**src/rtl/morse_pkg.sv**
```systemverilog
// Shared types for the Morse keyer: downstream symbol codes and keyer FSM states.
package morse_pkg;

  typedef enum logic [1:0] {
    DOT        = 2'd0,
    DASH       = 2'd1,
    LETTER_END = 2'd2,
    WORD_END   = 2'd3
  } sym_t;

  typedef enum logic [1:0] {
    ST_IDLE      = 2'd0,
    ST_MARK      = 2'd1,
    ST_SPACE     = 2'd2,
    ST_WORD_WAIT = 2'd3
  } state_t;

endpackage

```
**src/rtl/morse_unit_pulse.sv**
```systemverilog
// Morse unit prescaler: one-cycle unit_tick every UNIT_TICKS cycles after the last clear.
module morse_unit_pulse #(
  parameter int unsigned UNIT_TICKS = 1_000_000
) (
  input  logic clk,
  input  logic resetn,
  input  logic clear,
  output logic unit_tick
);

  localparam int unsigned PW = $clog2(UNIT_TICKS);
  localparam logic [PW-1:0] LAST = PW'(UNIT_TICKS - 1);

  logic [PW-1:0] presc_r;

  // Prescaler counter: restarts on clear, wraps after LAST.
  always_ff @(posedge clk) begin
    if (!resetn) begin
      presc_r <= {PW{1'b0}};
    end else if (clear) begin
      presc_r <= {PW{1'b0}};
    end else if (presc_r == LAST) begin
      presc_r <= {PW{1'b0}};
    end else begin
      presc_r <= presc_r + PW'(1'b1);
    end
  end

  // The tick is not masked by clear, so a wrap landing on an edge cycle still counts.
  assign unit_tick = (presc_r == LAST);

endmodule

```
**src/rtl/morse_keyer_ctrl.sv**
```systemverilog
// Morse keyer: times marks/spaces in units and emits DOT/DASH/LETTER_END/WORD_END symbols.
// Optional build macro MORSE_GLITCH_FILTER_EN drops marks shorter than GLITCH_TICKS cycles.
module morse_keyer_ctrl
  import morse_pkg::*;
#(
  parameter int unsigned UNIT_TICKS   = 1_000_000,
  parameter int unsigned DASH_UNITS   = 2,
  parameter int unsigned LETTER_UNITS = 2,
  parameter int unsigned WORD_UNITS   = 5,
  parameter int unsigned GLITCH_TICKS = 16
) (
  input  logic clk,
  input  logic resetn,
  input  logic key_i,
  output logic sym_valid_o,
  output sym_t sym_o,
  input  logic sym_ready_i,
  output logic overflow_o,
  output logic busy_o
);

  localparam int unsigned UW = $clog2(WORD_UNITS + 1);
  localparam logic [UW-1:0] DASH_U   = UW'(DASH_UNITS);
  localparam logic [UW-1:0] LETTER_U = UW'(LETTER_UNITS);
  localparam logic [UW-1:0] WORD_U   = UW'(WORD_UNITS);

  state_t        state_r, state_nxt_s, resume_s;
  logic          key_q_r, press_s, release_s, edge_s, unit_tick_s, glitch_s;
  logic [UW-1:0] unit_cnt_r, unit_eff_s;
  logic          emit_s, sym_valid_r, overflow_r, busy_r;
  sym_t          emit_sym_s, sym_r;

  assign press_s   = key_i & ~key_q_r;
  assign release_s = ~key_i & key_q_r;
  assign edge_s    = press_s | release_s;

  morse_unit_pulse #(.UNIT_TICKS(UNIT_TICKS)) u_unit_pulse (
    .clk       (clk),
    .resetn    (resetn),
    .clear     (edge_s),
    .unit_tick (unit_tick_s)
  );

  // Unit count including a wrap that lands this cycle, saturating at WORD_UNITS.
  always_comb begin
    if (unit_tick_s && (unit_cnt_r != WORD_U)) begin
      unit_eff_s = unit_cnt_r + UW'(1'b1);
    end else begin
      unit_eff_s = unit_cnt_r;
    end
  end

`ifdef MORSE_GLITCH_FILTER_EN
  localparam int unsigned GW = $clog2(GLITCH_TICKS + 1);
  localparam logic [GW-1:0] GLITCH_N = GW'(GLITCH_TICKS);

  logic [GW-1:0] mark_len_r;
  state_t        pre_state_r;

  // Mark length in cycles (saturating) and the state to resume if the mark is a glitch.
  always_ff @(posedge clk) begin
    if (!resetn) begin
      mark_len_r  <= {GW{1'b0}};
      pre_state_r <= ST_IDLE;
    end else if (press_s) begin
      mark_len_r  <= GW'(1'b1);
      pre_state_r <= state_r;
    end else if (mark_len_r != GLITCH_N) begin
      mark_len_r  <= mark_len_r + GW'(1'b1);
    end
  end

  assign glitch_s = (mark_len_r < GLITCH_N);
  assign resume_s = pre_state_r;
`else
  assign glitch_s = 1'b0;
  assign resume_s = ST_IDLE;
`endif

  // State, key history, unit counter and busy flag registers.
  always_ff @(posedge clk) begin
    if (!resetn) begin
      state_r    <= ST_IDLE;
      key_q_r    <= 1'b0;
      unit_cnt_r <= {UW{1'b0}};
      busy_r     <= 1'b0;
    end else begin
      state_r    <= state_nxt_s;
      key_q_r    <= key_i;
      unit_cnt_r <= edge_s ? {UW{1'b0}} : unit_eff_s;
      busy_r     <= (state_nxt_s != ST_IDLE);
    end
  end

  // Next-state logic; a press always wins over a gap threshold reached the same cycle.
  always_comb begin
    state_nxt_s = state_r;
    case (state_r)
      ST_IDLE: begin
        if (press_s) state_nxt_s = ST_MARK;
        else         state_nxt_s = ST_IDLE;
      end
      ST_MARK: begin
        if (release_s) state_nxt_s = glitch_s ? resume_s : ST_SPACE;
        else           state_nxt_s = ST_MARK;
      end
      ST_SPACE: begin
        if (press_s)                                     state_nxt_s = ST_MARK;
        else if (unit_tick_s && (unit_eff_s >= LETTER_U)) state_nxt_s = ST_WORD_WAIT;
        else                                             state_nxt_s = ST_SPACE;
      end
      ST_WORD_WAIT: begin
        if (press_s)                                   state_nxt_s = ST_MARK;
        else if (unit_tick_s && (unit_eff_s >= WORD_U)) state_nxt_s = ST_IDLE;
        else                                           state_nxt_s = ST_WORD_WAIT;
      end
      default: state_nxt_s = ST_IDLE;
    endcase
  end

  // Symbol emission decoded from the current state and this cycle's events.
  always_comb begin
    emit_s     = 1'b0;
    emit_sym_s = DOT;
    case (state_r)
      ST_MARK: begin
        if (release_s && !glitch_s) begin
          emit_s     = 1'b1;
          emit_sym_s = (unit_eff_s >= DASH_U) ? DASH : DOT;
        end else begin
          emit_s     = 1'b0;
        end
      end
      ST_SPACE: begin
        if (!press_s && unit_tick_s && (unit_eff_s >= LETTER_U)) begin
          emit_s     = 1'b1;
          emit_sym_s = LETTER_END;
        end else begin
          emit_s     = 1'b0;
        end
      end
      ST_WORD_WAIT: begin
        if (!press_s && unit_tick_s && (unit_eff_s >= WORD_U)) begin
          emit_s     = 1'b1;
          emit_sym_s = WORD_END;
        end else begin
          emit_s     = 1'b0;
        end
      end
      default: emit_s = 1'b0;
    endcase
  end

  // Output holding register; a symbol that cannot load is dropped and flagged sticky.
  always_ff @(posedge clk) begin
    if (!resetn) begin
      sym_valid_r <= 1'b0;
      sym_r       <= DOT;
      overflow_r  <= 1'b0;
    end else if (emit_s) begin
      if (!sym_valid_r || sym_ready_i) begin
        sym_valid_r <= 1'b1;
        sym_r       <= emit_sym_s;
      end else begin
        overflow_r  <= 1'b1;
      end
    end else if (sym_valid_r && sym_ready_i) begin
      sym_valid_r <= 1'b0;
    end
  end

  assign sym_valid_o = sym_valid_r;
  assign sym_o       = sym_r;
  assign overflow_o  = overflow_r;
  assign busy_o      = busy_r;

endmodule

```
**config.mk**
```make
export PLATFORM = sky130hd
export DESIGN_NAME = morse_keyer_ctrl
export DESIGN_NICKNAME = d
export VERILOG_FILES = /design/src/rtl/morse_pkg.sv /design/src/rtl/morse_unit_pulse.sv /design/src/rtl/morse_keyer_ctrl.sv
export SDC_FILE = /design/constraint.sdc
export NUM_CORES = 1
export LEC_CHECK = 0
export CAP_MARGIN = 20
export CORE_UTILIZATION = 45
export CTS_BUF_LIST = sky130_fd_sc_hd__clkbuf_2
export DETAILED_ROUTE_END_ITERATION = 12
export PLACE_DENSITY_LB_ADDON = 0.1
export SLEW_MARGIN = 20
export SYNTH_ARGS = -nofsm -noshare
export SYNTH_HDL_FRONTEND = slang
export SYNTH_HIERARCHICAL = 1
export SYNTH_SLANG_ARGS = --single-unit
export TNS_END_PERCENT = 30
```
**constraint.sdc**
```tcl
create_clock -name clk -period 2.77 [get_ports clk]
set_input_delay 0.554 -clock clk [delete_from_list [all_inputs] [get_ports clk]]
set_output_delay 0.554 -clock clk [all_outputs]
set_load 0.02 [all_outputs]
```
==> results.md, run 1 <==
* Status: finished, final reports clean
* Max-slew headroom at between 50 and 60%
* CTS Hold Bufs at 0
* Cells after DPL at 231
* Max cap viols at 0
* Synth area leaders: dfxtp_1 39%, nor2_1 5.5%, ha_1 4.0%
* Maximum vdd drop at roughly 230 uV
* Crit path buf inv count at 2
* Worst min-delay path class: flip-flop to flip-flop
* Critical path cell sequence: ha_1 -> and4_1 -> nand2_1 -> nor3_1 -> buf_4 -> inv_2 -> or3_1 -> o31a_1 -> a21oi_2 -> mux2i_1
* Max Fclk at 388 MHz
* Crit. End Element: flip-flop
* GRT Util Overall at a little under a fifth
* P_leak at about 0.6 nW
* Power per cell area at roughly 450 mW/mm2
* Clock tree sinks at 31
* Post-synth top area cell: dfxtp_1
* Via/cell ratio at between 5 and 6
* CTS Buffer Depth at 2
* Die area at 0.00373 mm2
* Final hold vios at 0
* DR iter-0 viols at 67
* CTS root buffer: clkbuf_2
* Distinct cell type count after synthesis at 46
* Clk slew on worst S/H paths at 160 ps
* Via count at roughly 1,300
* Routed length per instance at around 12 um
* Critical path data arrival time at roughly 2900 ps
* Die W at between 60 and 70 um
* Area Overhead vs Synth at 13.4%
* Placement row count at 21
* Die Height at ~61 um
* Finished Layout Cells at approximately 240
* Vias in the first global route at 1,194
* Total grt overflow at 0
* I/O Buffers at 8
* Ys Warns at 6
* Nets at 201
* Worst-path maximum fanout at 5
* Period minus WS final at 2580 ps
* Setup CP Type: flip-flop to flip-flop
* Slowest cell on the critical path: dfxtp_1
* CTS tree: done
* Mapped Area at 0.00157 mm2
* Remaining DRCs at 0
* Core Box Area at around 0.0033 mm2
* Post-synth EDFFs at 0
* Setup tns final at 0 ps
* Max Slew Vio Count at 0
* Sequential share of the synthesized area at 39.5%
* Worst Path Required at a little over 3000 ps
* I/O pins at 9
* Share of the synthesized area in the top cell type at approximately two fifths
* Final Wtd Congestion at 0.835
* CP top delay family: simple AND/OR/NAND/NOR gates
* Synthesized Nets at around 190
* PostCTS Resize Cnt at 0
* Routed Antenna Nets at 0
* Skew-Pair Late Insertion Delay at between 300 and 400 ps
* H-Tree Depth at 2
* Num CTS Buffers at 5
* FFs w/ async S/R, synth at 0%
* Count of state elements after synthesis at 31
* Startpoint Class: flip-flop
* Inserted Diodes at 0
* Ys flop type: dfxtp_1
* Period utilization at 93.1%
* Post-DP HPWL at approximately 2.2 mm
* DRT Wirelength at approximately 3 mm
* Slew @ Worst Pin at ~700 ps
* Initial antenna violation count at 0
* Avg Cell Area, Syn at approximately 8.8 um2
* Ratio of cells with drive above 1 in the final layout at a little under an eighth
* Worst Skew at between 9 and 10 ps
* RSZ-0062 raised after global routing: false
* Post-CTS setup buffer count at 0
* Initial Util at around 47%
* Largest net degree at the start of global routing at 21
* Syn Inst Count at between 150 and 200
* DRT Pass-1 Iters at 4
* CP max stage delay at about 400 ps
* Global-route wire length before repair at 5.10 mm
* Final setup violation count at 0
==> final cells by class <==
class                      instances  area, um2
clock buffer                       5       25.0
clock inverter                     3       38.8
fill                             343       1560
inverter                          12       45.0
multi-input combinational        132        900
sequential                        31        621
tap                               46       57.6
timing repair buffer              10       95.1
==> where the power goes <==
part	total, mW	internal (mW)	leakage, nW	switching (mW)
combinational	0.0417	0.0187	0.302	0.0230
sequential	0.458	0.453	0.251	0.00539
clock	0.302	0.149	0.0404	0.153
==> cell families (layout without fill, tap and decap cells) <==
logic type	count (synthesis)	in the layout	share of synthesized area, %
xor gates and xnor gates	13	13	7.25
buffers and inverters	15	30	3.74
adders and majority gates	5	5	3.98
DFF	31	31	39.5
muxes	2	2	2.07
AOI/OAI and AO/OA	33	33	14.3
and+or+nand+nor	79	79	29.2
==> routing by layer <==
layer / wire, um / global-route usage (%) / vias up
met5: 0 / 0 / -
met2: 1500 / 30.7 / 20
met3: 96 / 5.88 / 4
li1: - / - / 662
met1: 1370 / 21.5 / 615
met4: 27 / 9.42 / 0
==> cells in the final DEF, fill, tap and decap left out, types with 4 or more instances in the layout <==
cell             synthesis  routed
clkdlybuf4s50_1          0       8
nand3_1                  6       6
xor2_1                   6       6
nand2_1                 10      10
nor3_1                   7       7
and2_1                   4       4
inv_1                   11      11
o21ai_0                  9       9
nand4_1                  5       5
dfxtp_1                 31      31
ha_1                     5       5
a21oi_1                  9       9
nor2_1                  23      23
clkbuf_2                 0       5
xnor2_1                  7       7
or3_1                    4       4
==> Yosys cell counts (all sizes together) (5+ instances only) <==
master,count
dfxtp,31
xnor2,7
ha,5
xor2,6
inv,12
a21oi,10
nand2,10
nor2,23
o21ai,9
nand4,6
nor3,7
nand3,8
==> tightest hold or removal path: cells and delay by family, from the launching register on <==
kind	cells	cell delay, ps
flip-flops	1	340
multiplexers	1	60
AND/OR/NAND/NOR	1	60
==> path summary, 6_finish.rpt <==
check                                                        start  cells after the start  slack [ps]                     to
worst max-delay path            u_unit_pulse/presc_r[0]$_SDFF_PP0_                     10         190  sym_o[0]$_SDFFE_PN0P_
worst min-delay path                         sym_o[0]$_SDFFE_PN0P_                      2         480  sym_o[0]$_SDFFE_PN0P_
worst max register to register  u_unit_pulse/presc_r[0]$_SDFF_PP0_                     10         190  sym_o[0]$_SDFFE_PN0P_
worst min register to register               sym_o[0]$_SDFFE_PN0P_                      2         480  sym_o[0]$_SDFFE_PN0P_
==> registers in the layout (all words and copies together) (netlist names) <==
| register | flops |
|---|---|
| u_unit_pulse/presc_r | 20 |
| unit_cnt_r | 3 |
| state_r | 2 |
| sym_o | 2 |
| busy_o | 1 |
| key_q_r | 1 |
| overflow_o | 1 |
| sym_valid_o | 1 |
==> through the flow <==
step                worst slack [ps]  hold WS, ps  power, mW  instance area (um2)  utilization [%]
floorplan                        300          430      0.493                 1570                -
global placement                 295          443      0.509                 1720             51.5
finish                           192          484      0.802                 1780             53.4
CTS                              183          492      0.815                 1780             53.4
detailed placement               223          462      0.510                 1720             51.5
global route                    14.5          513      0.840                 1780             53.4
Note: power is estimated with default switching activity, not from simulation.
==> run 2: changes to the inputs <==
--- a/config.mk
+++ b/config.mk
@@ -5,9 +5,9 @@
 export SDC_FILE = /design/constraint.sdc
 export NUM_CORES = 1
 export LEC_CHECK = 0
-export CAP_MARGIN = 20
 export CORE_UTILIZATION = 45
 export CTS_BUF_LIST = sky130_fd_sc_hd__clkbuf_2
+export CTS_CLUSTER_SIZE = 12
 export DETAILED_ROUTE_END_ITERATION = 12
 export PLACE_DENSITY_LB_ADDON = 0.1
 export SLEW_MARGIN = 20
==> results of run 2 <==
No change in the layout: final DEF, timing and power equal those of run 1.
